--- src/rtl/paddle_pot_timer.sv ---
// Four paddle pot/capacitor charge emulators feeding the TIA dumped inputs.
// Each channel counts scanlines after dump release and reports charge-complete.
module paddle_pot_timer #(
  parameter int unsigned MIN_LINES = 2,
  parameter int unsigned CNT_W     = 9
) (
  input  logic       clk_sys,
  input  logic       reset,
  input  logic [3:0] dump,
  input  logic       hsync,
  input  logic [7:0] pot0,
  input  logic [7:0] pot1,
  input  logic [7:0] pot2,
  input  logic [7:0] pot3,
  input  logic [3:0] pot_en,
  output logic [3:0] idump,
  output logic [3:0] charging
);

  localparam logic [1:0] ST_DUMP   = 2'd0;
  localparam logic [1:0] ST_CHARGE = 2'd1;
  localparam logic [1:0] ST_DONE   = 2'd2;

  logic       hsync_d;
  logic       line_tick;
  logic [3:0] dump_d;
  logic [3:0] idump_nx;
  logic [3:0] charging_nx;
  logic [7:0] pot [4];

  always_comb begin
    pot[0] = pot0;
    pot[1] = pot1;
    pot[2] = pot2;
    pot[3] = pot3;
  end

  assign line_tick = hsync & ~hsync_d;

  // dump_d resets low so a release is only seen after a real 1->0 transition
  always_ff @(posedge clk_sys or posedge reset) begin
    if (reset) begin
      hsync_d  <= 1'b1;
      dump_d   <= '0;
      idump    <= '0;
      charging <= '0;
    end else begin
      hsync_d  <= hsync;
      dump_d   <= dump;
      idump    <= idump_nx;
      charging <= charging_nx;
    end
  end

  for (genvar n = 0; n < 4; n++) begin : g_ch
    logic [1:0]       state;
    logic [1:0]       state_nx;
    logic [CNT_W-1:0] cnt;
    logic [CNT_W-1:0] cnt_nx;
    logic [CNT_W-1:0] thr;
    logic [CNT_W-1:0] thr_nx;
    logic [CNT_W:0]   cnt_inc;

    always_comb begin
      state_nx = state;
      cnt_nx   = cnt;
      thr_nx   = thr;
      cnt_inc  = {1'b0, cnt} + {{CNT_W{1'b0}}, 1'b1};
      if (!pot_en[n] || dump[n]) begin
        state_nx = ST_DUMP;
        cnt_nx   = '0;
      end else begin
        case (state)
          ST_DUMP: begin
            if (dump_d[n]) begin
              thr_nx   = CNT_W'(pot[n]) + CNT_W'(MIN_LINES);
              cnt_nx   = '0;
              state_nx = ST_CHARGE;
            end
          end
          ST_CHARGE: begin
            if (line_tick) begin
              cnt_nx = cnt_inc[CNT_W] ? '1 : cnt_inc[CNT_W-1:0];
              if (cnt_inc >= {1'b0, thr}) state_nx = ST_DONE;
            end
          end
          ST_DONE: state_nx = ST_DONE;
          default: begin
            state_nx = ST_DUMP;
            cnt_nx   = '0;
          end
        endcase
      end
      // unconnected input floats high whenever the dump transistor is off
      idump_nx[n]    = (state_nx == ST_DONE) | (~pot_en[n] & ~dump[n]);
      charging_nx[n] = (state_nx == ST_CHARGE);
    end

    always_ff @(posedge clk_sys or posedge reset) begin
      if (reset) begin
        state <= ST_DUMP;
        cnt   <= '0;
        thr   <= '0;
      end else begin
        state <= state_nx;
        cnt   <= cnt_nx;
        thr   <= thr_nx;
      end
    end
  end

endmodule
--- config.mk ---
export PLATFORM = sky130hd
export DESIGN_NAME = paddle_pot_timer
export DESIGN_NICKNAME = d
export VERILOG_FILES = /design/src/rtl/paddle_pot_timer.sv
export SDC_FILE = /design/constraint.sdc
export NUM_CORES = 1
export LEC_CHECK = 0
export CORE_MARGIN = 5
export CORE_UTILIZATION = 53
export CTS_BUF_LIST = sky130_fd_sc_hd__clkbuf_16
export DETAILED_ROUTE_END_ITERATION = 8
export GPL_ROUTABILITY_DRIVEN = 1
export GPL_TIMING_DRIVEN = 0
export PLACE_DENSITY = 0.83
export SLEW_MARGIN = 20
export SYNTH_ARGS = -nofsm -noshare
export SYNTH_HDL_FRONTEND = slang
export SYNTH_SLANG_ARGS = --single-unit
--- constraint.sdc ---
create_clock -name clk_sys -period 3.2 [get_ports clk_sys]
set_input_delay 0.96 -clock clk_sys [delete_from_list [all_inputs] [get_ports clk_sys]]
set_output_delay 0.96 -clock clk_sys [all_outputs]
set_load 0.02 [all_outputs]
* Word-level counts from Yosys, hierarchy flattened
Index checks and enable logic that the tools add are counted.
Storage, ports and cells: flip-flop bits (word level) 93, input port bits 43, output and inout port bits 8, logic and storage cells 138
Operators by class: add/sub/neg operators 8, order comparisons 4, eq/ne operators 28, multiplexer cells 40, bitwise gates (word level) 22, reduce and logical (&&, ||, !) cells 20
Operator list (count):
- $mux W9 | 16
- $pmux W9 S3 | 4
- $add A9 B1 Y10 const B | 4
- $ge A10 B9 Y1 | 4
- $add A8 B2 Y9 const B | 4
- $mux W2 | 16
- $ne A3 B3 Y1 const B | 8
- $pmux W2 S3 | 4
- $reduce_and A3 Y1 | 8
- $eq A2 B1 Y1 const B | 8
- $eq A2 B2 Y1 const B | 8
- $not A1 Y1 | 13
- $logic_not A2 Y1 | 4
- $ne A2 B2 Y1 const B | 4
- $and A1 B1 Y1 | 5
- $logic_not A1 Y1 | 4
- $logic_or A1 B1 Y1 | 4
- $or A1 B1 Y1 | 4

* Longest topological paths before layout
Gate-level depths: netlist (run 1).
depth in word-level cells 8, gate-level depth with buffers 11, gate-level depth less buffers 10

* Worst setup path after synthesis (run 1)
No wires, ideal clock.
kind register to register, start register g_ch[3].cnt[2], end register idump[3], library setup time 119 ps, arrival 2399 ps, path slack 682 ps, cell stages (with the launch flop) 12, path buffers 1, period minus slack after synthesis 2518 ps, path through dfrtp_1 -> nand3_2 -> or3_1 -> buf_6 -> nor2_4 -> xor2_1 -> ha_1 -> and3_1 -> o2111ai_1 -> a21oi_1 -> a2111o_1 -> o21a_1
Between the ends: cells in the longest elaborated chain, start to end 8
Ends and longest elaborated chain:
- from (decl) | RTL line 58 | logic [CNT_W-1:0] cnt;
- from (signal assigned) | RTL line 106 | cnt <= cnt_nx;
- $add A9 B1 Y10 | RTL line 68 | cnt_inc = {1'b0, cnt} + {{CNT_W{1'b0}}, 1'b1};
- $ge A10 B9 Y1 | RTL line 84 | if (cnt_inc >= {1'b0, thr}) state_nx = ST_DONE;
- $mux W2 | RTL line 84
- $mux W2 | RTL line 82 | if (line_tick) begin
- $pmux W2 S3 | RTL line 73 | case (state)
- $mux W2 | RTL line 69 | if (!pot_en[n] || dump[n]) begin
- $eq A2 B2 Y1 | RTL line 95 | idump_nx[n] = (state_nx == ST_DONE) | (~pot_en[n] & ~dump[n]);
- $or A1 B1 Y1 | RTL line 95
- net idump_nx[3] | RTL line 27 | logic [3:0] idump_nx;
- to (signal assigned) | RTL line 50 | idump <= idump_nx;
- to (decl) | RTL line 16 | output logic [3:0] idump,
The timed path passes the listed nets, and every way through them passes these cells. A chain may end at the register's enable or synchronous reset.

* Final worst setup path (run 1)
start register g_ch[3].cnt[2], end register charging[3]
Between the ends: cells in the longest elaborated chain, start to end 7
Ends and longest elaborated chain:
- $add A9 B1 Y10 | RTL line 68
- $ge A10 B9 Y1 | RTL line 84
- $mux W2 | RTL line 84
- $mux W2 | RTL line 82
- $pmux W2 S3 | RTL line 73
- $mux W2 | RTL line 69
- $eq A2 B1 Y1 | RTL line 96 | charging_nx[n] = (state_nx == ST_CHARGE);
- net charging_nx[3] | RTL line 28 | logic [3:0] charging_nx;
- to (signal assigned) | RTL line 51 | charging <= charging_nx;
- to (decl) | RTL line 17 | output logic [3:0] charging
The timed path passes the listed nets, and every way through them passes these cells.

==> flow_metrics.py, run 1 <==
metrics = {
    "outcome": {
        "status": "finished, final reports clean",
    },
    "sta": {
        "whs_ns": 0.489,
        "hold_violations": 0,
        "setup_ws_ns": 0.323,
        "setup-violations-final": 0,
        "finalCritPeriodShare_pct": 89.9,
        "max_slew_margin_pct": 53.7,
        "clock_skew_ns": 0.00844,
        "timing.fmax_ghz": 0.348,
        "fin_setup_tns_ns": 0,
        "slew_violations": 0,
        "fin_crit_ns": 2.88,
        "tightest_slew_ns": 0.695,
        "rsz0062_at_grt": "no",
    },
    "synth": {
        "synthXorXnorAreaFrac_pct": 7.59,
        "synth_top_area_share_pct": 40.8,
        "synth_edf_count": 0,
        "synth_mux_area_share_pct": 1.80,
        "synth_compound_area_share_pct": 16.4,
        "synth_area_leader_cell": "dfrtp_1",
        "synth_top_family_by_area": "simple AND/OR/NAND/NOR gates",
        "syn_area_mm2": 0.00564,
        "synth_area_leaders": "dfrtp_1 (41%), ha_1 (9.8%), o21ai_0 (5.1%)",
        "synth_cells": 616,
        "ys_ff_latch": 93,
        "synth-simple-area-share_pct": 18.6,
        "yosysMostFrequentCell": "dfrtp_1",
        "synthAdderAreaFrac_pct": 9.76,
        "synth_nets": 703,
        "seq_area_frac_synth_pct": 41.3,
        "synthArstFlopShare_pct": 100,
        "avgSynthCellArea_um2": 9.15,
        "yosysWarnings": 0,
        "synth_commonest_cells": "dfrtp_1 (92), nand2_1 (61), o21ai_0 (58), nand3_1 (48), inv_1 (46)",
        "synth_ff_type": "dfrtp_1",
        "synth_cell_types": 52,
    },
    "drt": {
        "routed_wl_mm": 12.0,
        "vias": 4652,
        "drt-initial-drc-count": 277,
        "viasPerCell": 5.67,
        "postRouteAntennaNets": 0,
        "drtPass1Iterations": 5,
        "drc": 0,
        "wl_per_cell_um": 14.7,
    },
    "worst_setup_path": {
        "crit_required_ns": 3.43,
        "crit_path_end_kind": "flip-flop",
        "worstPathArrival_ns": 3.11,
        "startpoint_type": "flip-flop",
        "cpPeakStageDelay_ns": 0.47,
        "crit_family": "compound AO/OA/AOI/OAI gates",
        "cpMaxStageDelayCell": "dfrtp_1",
        "crit_fanout": 7,
        "path_class": "flip-flop to flip-flop",
        "crit_chain": "nand3_2 -> or3_1 -> buf_6 -> nor2_4 -> xor2_1 -> ha_1 -> and3_1 -> o2111ai_1 -> a21oi_1 -> a2111o_1 -> o31ai_2",
        "path_buf_inv": 1,
    },
    "global_route": {
        "antenna_found_initial": 0,
        "grt_pass1_vias": 4764,
        "grt_max_degree": 27,
        "grt_remaining_overflow": 0,
        "grt_pass1_wl_mm": 20.9,
        "grt_usage_pct": 19.6,
    },
    "final_layout": {
        "diodes": 0,
        "fill_cells": 846,
        "areaGrowthSynthToFinish_pct": 18.0,
        "final_nets": 767,
        "postLayoutCellArea_mm2": 0.00665,
        "layout-drive-gt1-share_pct": 8.18,
    },
    "die": {
        "initial_core_util_pct": 54.4,
        "fp.dieW_um": 113,
        "placementRows": 37,
        "die_h_um": 113,
        "core-area_mm2": 0.0104,
        "dieArea_mm2": 0.0128,
        "pin_count": 51,
    },
    "cts": {
        "cts.path.max_buffers": 2,
        "cts_htree_levels": 3,
        "worst_skew_pair.late_latency_ns": 0.34,
        "clock-sinks": 93,
        "cts_buffers": 9,
        "cts_tree": "yes",
        "ctsRootBufferMaster": "clkbuf_16",
        "clk_pin_slew_ns": 0.07,
    },
    "flow_run": {
        "maxCapViolCount": 0,
    },
    "pwr": {
        "powerDensity_mw_per_mm2": 413,
        "leakage_nw": 3.06,
        "ir_drop_uv": 268,
        "power.total_mw": 2.75,
    },
    "placed_design": {
        "place_congestion": 0.857,
        "place_area_mm2": 0.00638,
        "hpwl_mm": 9.18,
        "numPortBuffers": 50,
        "pre_cts_slack_ns": 0.267,
    },
    "min_path": {
        "hp-class": "flip-flop to flip-flop",
    },
}
## state kept, by name (all words and copies together), names as in the netlist
register / cells
charging: 4
dump_d: 4
g_ch.cnt: 36
g_ch.state: 8
g_ch.thr: 36
hsync_d: 1
idump: 4
## metal layers
layer / wire length [um] / GRT usage (%)
met1: 5360 / 25.0
met2: 6030 / 33.8
met3: 381 / 2.46
met4: 267 / 8.01
met5: 0 / 0
## kinds of logic (layout without fill, tap and decap cells)
kind of cell,count (synthesis),count (layout)
simple gates,211,211
fa+ha+maj,44,44
compound gates,150,150
flops,93,93
mux,9,9
buf+inv,61,130
xor+xnor,48,48
## cell usage in the layout, fill, tap and decap left out, types with 9 or more instances in the layout
cell type / count
a21oi_1: 44
and3_1: 13
clkbuf_16: 9
clkdlybuf4s50_1: 50
dfrtp_1: 92
ha_1: 44
inv_1: 46
mux2_2: 9
nand2_1: 61
nand2b_1: 12
nand3_1: 48
nor2_1: 34
o21ai_0: 58
xnor2_1: 29
xor2_1: 18
## final timing paths
check                          startpoint  slack, ns              to  depth (start not counted)
max in group asynchronous           reset       1.30  g_ch[3].cnt[4]                          5
max reg2reg                g_ch[3].cnt[2]       0.32     charging[3]                         11
min                        g_ch[2].thr[7]       0.49  g_ch[2].thr[7]                          2
min reg2reg                g_ch[2].thr[7]       0.49  g_ch[2].thr[7]                          2
min in group asynchronous           reset       1.01  g_ch[0].thr[7]                          2
max                        g_ch[3].cnt[2]       0.32     charging[3]                         11
## timing repair
item,in CTS,in global routing
setup buffers,0,0
setup endpoints to repair,0,1
hold buffers,0,0
resized for setup,0,1
## area by class of cell
class	instances	area (um^2)	share of cell area [%]
inverter	47	180	2.71
clock buffer	9	225	3.38
clock inverter	7	43.8	0.658
timing repair buffer	53	568	8.54
multi-input combinational	462	3060	46.0
tap	136	170	2.56
sequential	93	2330	35.0
buffer	14	80.1	1.20
## tightest hold or removal path, stage by stage (launching register included)
cell and delay [ns]:
dfrtp_1 0.34, nand2_1 0.05, o21ai_0 0.06
## per-stage QoR
step / std cells / utilization [%]
6_report: 821 / 64.2
4_1_cts: 821 / 64.1
3_3_place_gp: 802 / 60.9
3_5_place_dp: 805 / 61.5
5_1_grt: 821 / 64.2
2_1_floorplan: 616 / -
## power breakdown
group / leakage [nW] / switching, mW / internal [mW] / total [mW]
combinational: 1.73 / 0.245 / 0.205 / 0.450
sequential: 1.21 / 0.0447 / 1.28 / 1.32
clock: 0.126 / 0.456 / 0.521 / 0.977
total: 3.06 / 0.745 / 2.01 / 2.75
(Power assumes the default switching activity.)
==> run 2, diff against run 1 <==
- CAP_MARGIN: not set -> 10
==> results of run 2 <==
The final DEF is identical to that of run 1; final timing and power are the same.
